[src/rtl/calc_1.sv]
// calc_1: four independent add/sub/shift calculator ports, 3-cycle latency.
// Optional shifter (commands 5/6) is built only when CALC1_SHIFT_EN is defined.
module calc_1 (
  input  logic        c_clk,
  input  logic [1:7]  reset,
  input  logic [0:3]  req1_cmd_in,
  input  logic [0:31] req1_data_in,
  input  logic [0:3]  req2_cmd_in,
  input  logic [0:31] req2_data_in,
  input  logic [0:3]  req3_cmd_in,
  input  logic [0:31] req3_data_in,
  input  logic [0:3]  req4_cmd_in,
  input  logic [0:31] req4_data_in,
  output logic [0:31] out_data1,
  output logic [0:1]  out_resp1,
  output logic [0:31] out_data2,
  output logic [0:1]  out_resp2,
  output logic [0:31] out_data3,
  output logic [0:1]  out_resp3,
  output logic [0:31] out_data4,
  output logic [0:1]  out_resp4
);

  localparam int N = 4;

  logic        rst_n;
  logic        unused_rsv;
  logic [0:3]  cmd  [N];
  logic [0:31] din  [N];
  logic [0:31] dout [N];
  logic [0:1]  rout [N];

  assign rst_n      = reset[1];
  assign unused_rsv = ^reset[2:7];

  assign cmd[0] = req1_cmd_in;
  assign cmd[1] = req2_cmd_in;
  assign cmd[2] = req3_cmd_in;
  assign cmd[3] = req4_cmd_in;
  assign din[0] = req1_data_in;
  assign din[1] = req2_data_in;
  assign din[2] = req3_data_in;
  assign din[3] = req4_data_in;

  assign out_data1 = dout[0];
  assign out_data2 = dout[1];
  assign out_data3 = dout[2];
  assign out_data4 = dout[3];
  assign out_resp1 = rout[0];
  assign out_resp2 = rout[1];
  assign out_resp3 = rout[2];
  assign out_resp4 = rout[3];

  // Result word is {resp[1:0], data[31:0]}; resp 2 always carries data 0.
  function automatic logic [33:0] calc(
    input logic [3:0]  op,
    input logic [31:0] a,
    input logic [31:0] b
  );
    logic [32:0] sum;
    logic [33:0] err;
    logic [33:0] res;
    err = {2'd2, 32'd0};
    sum = {1'b0, a} + {1'b0, b};
    res = err;
    case (op)
      4'd1: res = sum[32] ? err : {2'd1, sum[31:0]};
      4'd2: res = (b > a) ? err : {2'd1, a - b};
`ifdef CALC1_SHIFT_EN
      4'd5: res = {2'd1, a << b[4:0]};
      4'd6: res = {2'd1, a >> b[4:0]};
`endif
      default: res = err;
    endcase
    return res;
  endfunction

  for (genvar g = 0; g < N; g++) begin : g_port
    logic        wait_op2;
    logic [0:3]  cmd1;
    logic [0:31] op1;
    logic [33:0] r2;
    logic [33:0] r3;
    logic [33:0] res_q;

    assign rout[g] = res_q[33:32];
    assign dout[g] = res_q[31:0];

    // Two-beat capture, compute on op2 beat, then two delay stages to output.
    always_ff @(posedge c_clk) begin
      if (!rst_n) begin
        wait_op2 <= 1'b0;
        cmd1     <= '0;
        op1      <= '0;
        r2       <= '0;
        r3       <= '0;
        res_q    <= '0;
      end else begin
        if (wait_op2) begin
          wait_op2 <= 1'b0;
          r2       <= calc(cmd1, op1, din[g]);
        end else begin
          wait_op2 <= (cmd[g] != 4'd0);
          cmd1     <= cmd[g];
          op1      <= din[g];
          r2       <= '0;
        end
        r3    <= r2;
        res_q <= r3;
      end
    end
  end

endmodule

[config.mk]
export PLATFORM = sky130hd
export DESIGN_NAME = calc_1
export DESIGN_NICKNAME = d
export VERILOG_FILES = /design/src/rtl/calc_1.sv
export SDC_FILE = /design/constraint.sdc
export NUM_CORES = 1
export LEC_CHECK = 0
export ABC_CLOCK_PERIOD_IN_PS = 3490
export CAP_MARGIN = 0
export CORE_MARGIN = 5
export CORE_UTILIZATION = 38
export DETAILED_ROUTE_END_ITERATION = 6
export DONT_BUFFER_PORTS = 1
export PLACE_DENSITY = 0.52
export SYNTH_ARGS = -nofsm -noshare
export SYNTH_HDL_FRONTEND = slang
export SYNTH_SLANG_ARGS = --single-unit
export TNS_END_PERCENT = 30
[constraint.sdc]
create_clock -name c_clk -period 3.49 [get_ports c_clk]
set_input_delay 0.349 -clock c_clk [delete_from_list [all_inputs] [get_ports c_clk]]
set_output_delay 0.349 -clock c_clk [all_outputs]
set_load 0.02 [all_outputs]
==> results.yml, run 1 <==
status:
  status: "completed"
pwr:
  power_frac_comb_pct: 19.8
  switching_share_pct: 28.8
  p_leak_nw: 16.7
  intPower_mw: 12.2
  p_total_mw: 17.2
  p_switching_mw: 4.94
  ir_drop_mv: 0.308
  powerDensity_mw_per_mm2: 451
  seqPwrFrac_pct: 39.1
  clkPwrFrac_pct: 41.1
routing:
  topRoutingLayerUsed: "met4"
  drc: 0
  via_count: 27000
  vias_per_cell: 5.38
  initialDrtViolationCount: 1732
  drt-met1-wl_um: 44000
  routed_wl_um: 94000
  wl_per_cell_um: 18.7
  drt_pass1_iterations: 5
  dr_wl_met3_um: 6400
  wl_met2_um: 41500
  postRouteAntennaNets: 0
floorplan:
  die_w_um: 295
  die_y_um: 295
  floorplan.initialDensity_pct: 38.3
  die_area_sq_mm: 0.0870
  core_sq_mm: 0.0805
  floorplan.rows: 104
  pin_count: 288
sta:
  post-route-min-period_ns: 3.36
  skew_ns: 0.0250
  fin_crit_sh_pct: 96.2
  setup_viol: 0
  tightest_slew_ns: 1.04
  drv_slew: 0
  hold_ws_ns: 0.0996
  max_freq_mhz: 298
  slew-limit-headroom_pct: 30.6
  final-hold-violation-count: 0
worst_hold_path:
  hold_path.class: "in2reg"
synthesis:
  syn_inst: 3581
  async_reset_ff_share_pct: 0
  synth_edf_count: 0
  syn_area_per_cell_sq_um: 8.62
  ys_ff_latch: 556
  ys_warn_count: 0
  ys_types: 93
  synth_nets: 4001
  ys_seq_area_share_pct: 36.1
  synth_flop_cell: "dfxtp_1"
  synth_area_sq_mm: 0.0309
global_routing:
  grt_use_total_pct: 20.8
  grt_max_degree: 302
  antenna_found_initial: 3
  first_global_vias: 26400
  globalRoute.totalOverflow: 0
  grt_pass1_wl_um: 148000
placed_design:
  globalplace.congestion: 0.890
  numPortBuffers: 0
  placed_area_sq_mm: 0.0329
  dp_hpwl_um: 64000
  place_inst: 4626
final_layout:
  n_fill_cell: 7839
  finalInstanceArea_sq_mm: 0.0380
  final_core_util_pct: 47.2
  drive_gt1_share_pct: 10.3
  seq_area_sq_mm: 0.0111
  final_cell_count_no_fill: 5016
  multiInputGateArea_sq_mm: 0.0182
  finalNetCount: 4319
  syn_to_final_growth_pct: 23.2
cts:
  numCtsBuffers: 66
  worst_skew_pair.late_latency_ns: 0.61
  cts.clk_slew.worst_paths_ns: 0.06
  cts_sinks: 556
  cts_root_buffer: "clkbuf_16"
  cts_tree: "yes"
  cts_max_level: 3
  cts.path.max_buffers: 3
worst_setup_path:
  cp_max_fo: 15
  critical_path_required_ns: 3.95
  crit_path_end_kind: "flip-flop"
  path_class: "reg2reg"
  critPathLaunchType: "flip-flop"
  worstPathArrival_ns: 3.82
job:
  max-cap-violations: 0
-- cell families after synthesis --
logic type,share of synthesized area [%]
adder cells (fa/ha/maj),11.1
flip-flops,36.1
buffers and inverters,5.75
XOR/XNOR,0.170
multiplexers,4.71
AND/OR/NAND/NOR,20.4
AO/OA/AOI/OAI,21.8
-- layout make-up --
| class | count | share of cell area (%) |
|---|---|---|
| diodes | 5 | 0.0329 |
| inverters | 259 | 2.56 |
| clock buffers | 87 | 4.90 |
| flip-flops and latches | 556 | 29.3 |
| repair buffers | 449 | 11.0 |
| well taps | 1060 | 3.49 |
| clock inverters | 33 | 1.00 |
| multi-input cells | 2567 | 47.7 |
-- registers in the layout (all words and copies together) (netlist names) --
| name | cells |
|---|---|
| g_port.cmd1 | 16 |
| g_port.op1 | 128 |
| g_port.r2 | 136 |
| g_port.r3 | 136 |
| g_port.res_q | 136 |
| g_port.wait_op2 | 4 |
-- cell usage in the layout (no fill, tap or decap), drive strengths merged, types with 70 or more instances in the layout --
cell type,n
a21o,70
dlygate4sd3,259
a21oi,264
and2,281
buf,189
ha,260
a211oi,85
nor2b,187
nor2,305
mux2i,144
dfxtp,556
inv,266
o21ai,105
clkbuf,88
nor3,113
nand2,92
a221oi,73
-- cells in the mapped netlist, types with 22 or more instances --
cell / count / share of area [%]
a211oi_1: 85 / 2.1
a21o_1: 70 / 1.7
a21oi_1: 259 / 4.2
a221oi_1: 72 / 2.0
a31oi_1: 29 / 0.59
and2_1: 281 / 5.7
buf_2: 37 / 0.60
clkbuf_1: 148 / 1.8
dfxtp_1: 556 / 36
ha_1: 260 / 11
inv_1: 258 / 3.1
mux2i_1: 144 / 4.7
nand2_1: 92 / 1.1
nand2b_1: 41 / 0.83
nand3_1: 34 / 0.55
nor2_1: 304 / 3.7
nor2b_1: 187 / 3.8
nor3_1: 112 / 1.8
o211ai_1: 26 / 0.63
o21a_1: 22 / 0.54
o21ai_0: 98 / 1.6
o21bai_1: 50 / 1.2
o22ai_1: 38 / 0.77
o31ai_1: 29 / 0.71
-- power groups by stage --
stage	sequential [mW]	combinational, mW	clock [mW]
floorplan	6.80	2.23	0
global placement	6.84	3.00	0
detailed placement	6.85	3.00	0
CTS	6.71	3.33	7.31
global route	6.73	3.74	7.57
finish	6.71	3.40	7.05
-- path summary, 6_finish.rpt --
| check | startpoint | end | slack [ns] | cells past startpoint |
|---|---|---|---|---|
| setup / recovery | g_port[0].op1[22]$_SDFFE_PN0N_ | g_port[0].r2[28]$_SDFF_PN0_ | 0.13 | 15 |
| hold / removal | req3_data_in[30] | g_port[2].r2[1]$_SDFF_PN0_ | 0.1 | 3 |
| hold reg to reg | g_port[0].r3[33]$_SDFF_PN0_ | g_port[0].res_q[33]$_SDFF_PN0_ | 0.42 | 1 |
| setup reg to reg | g_port[0].op1[22]$_SDFFE_PN0N_ | g_port[0].r2[28]$_SDFF_PN0_ | 0.13 | 15 |
-- critical path, stage by stage, from the launching register on --
cell and delay [ns]:
dfxtp_1 0.32, ha_1 0.33, a21o_1 0.22, a21o_1 0.21, o31ai_1 0.36, a211oi_2 0.08, buf_4 0.16, o211ai_1 0.16
buf_4 0.17, a21oi_2 0.07, o211ai_1 0.33, buf_4 0.21, buf_6 0.20, nor2_1 0.06, a311oi_1 0.25, a211oi_1 0.08
-- metrics by stage --
step	setup WS, ns	setup TNS, ns
global route	-0.0108	-0.0220
CTS	0.00437	0
finish	0.134	0
detailed placement	-0.0372	-0.0540
floorplan	0.398	0
global placement	-0.00668	-0.0132
-- per-layer routing --
| layer | vias to the layer above | GRT usage (%) |
|---|---|---|
| met5 | - | 0 |
| met4 | 0 | 5.79 |
| met3 | 142 | 4.45 |
| met2 | 743 | 32.9 |
| met1 | 12800 | 28.8 |
| li1 | 13300 | - |
-- what timing repair did --
action | CTS | global route
hold endpoints to repair | 423 | 0
gates cloned | 0 | 2
buffers inserted | 0 | 3
hold buffers | 260 | 0
pin swaps | 0 | 15
setup endpoints to repair | 8 | 112
gates resized for setup | 3 | 40
Power figures use the tool's default switching activity.
==> run 2: changes to the inputs <==
Settings changed: ABC_CLOCK_PERIOD_IN_PS 3490 to 3300.
Clock period 3.49 ns to 3.3 ns, I/O delays scaled along.
==> run 2 against run 1 <==
First-iteration DRC count increased by 11%. Critical path depth increased by 2. Clock power increased by 3%. Register-to-register slack got worse by 0.09 ns. Combinational power increased by 13%. Die area unchanged. Non-clock buffer count increased by 98. Highest routed layer is now met5.
==> results.yml, run 2 (same netlist as run 1, synthesis figures left out) <==
floorplan:
  core_sq_mm: 0.0805
  floorplan.initialDensity_pct: 38.3
  die_y_um: 295
  pin_count: 288
  die_w_um: 295
  die_area_sq_mm: 0.0870
  floorplan.rows: 104
cts:
  cts_root_buffer: "clkbuf_16"
  numCtsBuffers: 61
  cts_tree: "yes"
  cts_sinks: 556
  cts_max_level: 2
  cts.path.max_buffers: 3
  cts.clk_slew.worst_paths_ns: 0.06
  worst_skew_pair.late_latency_ns: 0.63
worst_setup_path:
  critical_path_required_ns: 3.78
  slowest_stage: "fa_2"
  crit_chain: "inv_1 > ha_2 > fa_2 > nor2b_4 > o31ai_4 > a21oi_2 > buf_4 > a31oi_4 > o41ai_4 > buf_4 > o211a_1 > nor2_2 > buf_6 > buf_4 > o22ai_1 > nor2_1 > nor3_1"
  cp_max_fo: 4
  crit_top_cell: "buf_4"
  r2r_start: "g_port[2].op1[31]$_SDFFE_PN0N_"
  critPathLaunchType: "flip-flop"
  path_class: "reg2reg"
  crit_path_end_kind: "flip-flop"
  crit_start: "g_port[2].op1[31]$_SDFFE_PN0N_"
  critPathMaxStageDelay_ns: 0.42
  worstPathArrival_ns: 3.74
final_layout:
  final_cell_count_no_fill: 5105
  reg.largest.list: "g_port.r2: 136 flops, g_port.r3: 136 flops, g_port.res_q: 136 flops"
  syn_to_final_growth_pct: 27.0
  finalNetCount: 4412
  final_common_cell: "dfxtp_1"
  final_cell_mix: "dfxtp_1, nor2_1, and2_1, dlygate4sd3_1, inv_1"
  n_fill_cell: 7772
  finalInstanceArea_sq_mm: 0.0392
  drive_gt1_share_pct: 13.6
routing:
  drc: 0
  via_count: 27300
  drt_pass1_iterations: 5
  routed_wl_um: 96300
  vias_per_cell: 5.34
  postRouteAntennaNets: 0
  initialDrtViolationCount: 1915
  wl_per_cell_um: 18.9
global_routing:
  antenna_found_initial: 8
  grt_pass1_wl_um: 150000
  globalRoute.totalOverflow: 0
  grt_use_total_pct: 21.1
  grt_max_degree: 284
  first_global_vias: 26800
sta:
  hold_ws_ns: 0.0740
  slew-limit-headroom_pct: 10.5
  skew_ns: 0.0282
  max_freq_mhz: 307
  setup_viol: 0
  tightest_slew_ns: 1.34
  drv_slew: 0
  fin_crit_sh_pct: 98.7
  post-route-min-period_ns: 3.26
  final-hold-violation-count: 0
  rsz0062_at_grt: "yes"
pwr:
  p_leak_nw: 17.2
  powerDensity_mw_per_mm2: 464
  ir_drop_mv: 0.431
placed_design:
  globalplace.congestion: 0.904
  numPortBuffers: 0
  dp_hpwl_um: 65400
  placed_area_sq_mm: 0.0335
  place_inst: 4696
status:
  status: "completed"
job:
  max-cap-violations: 0
worst_hold_path:
  min_from: "req3_data_in[30]"
  hold_path.class: "in2reg"
run 2: cell count changes in the layout (fill, tap and decap cells not counted), moves of 6 or more:
cell,before,now
a211oi_1,79,72
a211oi_2,6,12
a21oi_1,255,247
a21oi_2,8,14
a221oi_1,70,62
a221oi_2,3,11
buf_4,173,247
dlygate4sd3_1,259,278
ha_1,260,254
run 2: what timing repair did:
item                                    CTS  global route
buffers inserted                          0            11
endpoints found under the setup margin   98           126
endpoints found under the hold margin   423             0
hold buffers                            279             0
pin swaps                                12            48
resized for setup                        26           114
gates cloned                              0             4
run 2: worst paths after layout:
kind	endpoint	slack, ns	cells after the start
max	g_port[2].r2[24]$_SDFF_PN0_	0.04	17
max reg2reg	g_port[2].r2[24]$_SDFF_PN0_	0.04	17
min	g_port[2].r2[1]$_SDFF_PN0_	0.07	3
min reg2reg	g_port[1].res_q[1]$_SDFF_PN0_	0.43	1
run 2: cell type report:
class                      count  area (sq um)  area share, %
timing repair buffer         547          5030           12.8
tap                         1060          1330           3.38
antenna                        5          12.5         0.0319
clock inverter                33           430           1.10
multi-input combinational   2567         18600           47.4
clock buffer                  78          1690           4.32
inverter                     259           972           2.48
sequential                   556         11100           28.4
run 2: metrics by stage:
step	worst slack (ns)	util (%)	power [mW]	setup TNS, ns
CTS	-0.0536	47.8	18.3	-0.0741
global placement	-0.253	41.6	10.5	-3.63
floorplan	0.218	-	9.55	0
global route	-0.0363	48.7	19.1	-0.148
finish	0.0419	48.7	18.2	0
detailed placement	-0.216	41.6	10.5	-7.78
run 2: report_power, final:
group	internal, mW	leakage, nW	switching, mW	total, mW
clock	4.32	1.03	2.92	7.24
combinational	1.72	11.7	2.11	3.84
sequential	6.94	4.53	0.181	7.12
total	13.0	17.2	5.21	18.2
run 2: critical path, delay by kind of cell (launching register included):
kind                       cells  cell delay, ns
DFF                            1            0.32
buffers and inverters          5            0.62
and+or+nand+nor                4            0.63
adders and majority gates      2            0.61
AOI/OAI and AO/OA              6            0.93
run 2: per-layer routing:
layer | track usage (%) | wire length, um
met2 | 33.4 | 42800
met5 | 0 | 13
met3 | 3.91 | 6210
met1 | 29.9 | 45200
met4 | 5.00 | 2060
==> run 3: changes to the inputs <==
Settings changed: CORE_ASPECT_RATIO set to 1.5.
==> run 3 against run 2 <==
The run now ends with max-slew violations, negative setup slack left. First-iteration DRC count fell by 26%. Critical path depth rose by 1. Sequential power barely moved. Global-route usage rose by 0.38 points. Via count rose by 0.57%. Wire length rose by 1.7%. Sequential cell count did not move. Register-to-register slack got worse by 0.05 ns. Non-clock buffer count rose by 33. Sequential share of layout area fell by 0.18 points. Critical path type unchanged. Largest power group is now registers.
==> results.yml, run 3 (same netlist as run 1, synthesis figures left out) <==
floorplan:
  die_w_um: 243
  floorplan.initialDensity_pct: 38.2
  die_area_sq_mm: 0.0871
  floorplan.rows: 128
  pin_count: 288
  die_y_um: 359
  core_sq_mm: 0.0809
sta:
  tightest_slew_ns: 1.56
  setup_viol: 2
  final-hold-violation-count: 0
  drv_slew: 81
  fin_ws_ns: -0.00535
  skew_ns: 0.0149
  hold_ws_ns: 0.0694
  fin_crit_sh_pct: 100
  post-route-min-period_ns: 3.31
  max_freq_mhz: 303
  slew-limit-headroom_pct: -3.70
  fin_tns_setup_ns: -0.00695
  rsz0062_at_grt: "yes"
global_routing:
  antenna_found_initial: 5
  grt_use_total_pct: 21.4
  first_global_vias: 27700
  grtUsageMet3_pct: 3.73
  gr-max-usage-layer: "met2"
  grt_max_degree: 290
  grtUsageMet1_pct: 25.6
  gr-usage-met2_pct: 38.6
  grt_pass1_wl_um: 154000
  globalRoute.totalOverflow: 0
pwr:
  ir_drop_mv: 0.424
  powerDensity_mw_per_mm2: 456
  p_leak_nw: 17.4
  p_total_mw: 18.0
placed_design:
  dp_hpwl_um: 68200
  globalplace.congestion: 0.894
  numPortBuffers: 0
  dp_slack_ns: -0.217
final_layout:
  reg.largest.list: "g_port.r2: 136 flops, g_port.r3: 136 flops, g_port.res_q: 136 flops"
  final_core_util_pct: 48.8
  n_fill_cell: 7764
  final_common_cell: "dfxtp_1"
  final_cell_mix: "dfxtp_1, nor2_1, and2_1, buf_4, dlygate4sd3_1"
  finalNetCount: 4442
  drive_gt1_share_pct: 14.8
  syn_to_final_growth_pct: 27.9
worst_setup_path:
  critPathMaxStageDelay_ns: 0.39
  worstPathArrival_ns: 3.86
  critPathLaunchType: "flip-flop"
  crit_path_end_kind: "flip-flop"
  critical_path_required_ns: 3.85
  path_class: "reg2reg"
  slowest_stage: "fa_2"
  cp_max_fo: 5
  crit_chain: "inv_2 > ha_4 > fa_2 > nor2b_2 > o31a_1 > o221ai_4 > a211oi_2 > buf_4 > o211ai_1 > a21oi_2 > o211ai_1 > buf_4 > buf_6 > buf_8 > buf_6 > o32ai_2 > o21bai_1 > a31oi_1"
routing:
  routed_wl_um: 98000
  via_count: 27400
  postRouteAntennaNets: 0
  vias_per_cell: 5.36
  drt_pass1_iterations: 6
  initialDrtViolationCount: 1417
  drc: 0
  wl_per_cell_um: 19.2
cts:
  cts.path.max_buffers: 3
  cts_max_level: 2
  cts_root_buffer: "clkbuf_16"
  cts.clk_slew.worst_paths_ns: 0.07
  cts_tree: "yes"
  worst_skew_pair.late_latency_ns: 0.63
  cts_sinks: 556
  numCtsBuffers: 58
status:
  status: "finished with violations"
  violations: "max-slew violations, negative setup slack"
job:
  max-cap-violations: 0
worst_hold_path:
  hold_path.class: "in2reg"
[run 3: cell types whose count changed in the layout (fill, tap and decap cells not counted), sizes merged]
cell,change
clkinv,+2
inv,+7
buf,+38
dlygate4sd3,-5
clkinvlp,-2
bufinv,-2
diode,-2
clkbuf,-9
[run 3: layer usage]
metal	share of wire (%)	up-vias
li1	-	13500
met5	0	-
met3	5.1	192
met1	41	13000
met4	3.9	0
met2	50	691
[run 3: layout make-up]
class,instances,area (sq um),area share (%)
Sequential cell,556,11100,28.2
Clock buffer,69,1570,3.99
Clock inverter,38,450,1.14
Timing Repair Buffer,580,5300,13.4
Multi-Input combinational cell,2567,18700,47.4
Tap cell,1040,1300,3.30
Antenna cell,3,7.51,0.0190
Inverter,259,972,2.46
[run 3: worst paths after layout]
path                             startpoint                        endpoint  slack, ns  cells past startpoint
min reg2reg     g_port[2].r3[33]$_SDFF_PN0_  g_port[2].res_q[33]$_SDFF_PN0_       0.42                      1
min                        req3_data_in[30]      g_port[2].r2[1]$_SDFF_PN0_       0.07                      3
max          g_port[0].op1[31]$_SDFFE_PN0N_     g_port[0].r2[19]$_SDFF_PN0_     -0.005                     18
max reg2reg  g_port[0].op1[31]$_SDFFE_PN0N_     g_port[0].r2[19]$_SDFF_PN0_     -0.005                     18
[run 3: stage by stage]
stage	std cells	area, sq um
after CTS	5092	38600
after global routing	5110	39500
after detailed placement	4710	33700
after floorplan	3581	30900
after global placement	4710	33700
final	5112	39500
[run 3: worst max-delay path: cells and delay by family, from the launching register on]
kind	cells	cell delay, ns
DFF	1	0.34
adders and majority gates	2	0.55
AOI/OAI and AO/OA	9	1.44
and+or+nand+nor	1	0.13
buffers and inverters	6	0.77
[run 3: repair_timing]
action / 4_1_cts / 5_1_grt
cloned: 0 / 3
hold buffers: 274 / 0
pin swaps: 5 / 77
endpoints found under the hold margin: 427 / 0
gates resized for setup: 19 / 141
buffers inserted: 1 / 14
endpoints found under the setup margin: 94 / 129
[run 3: power breakdown]
part           internal, mW  switching (mW)  total [mW]
logic                  1.75            2.15        3.90
clock network          4.00            2.98        6.98
registers              6.93           0.174        7.11
total                  12.7            5.30        18.0
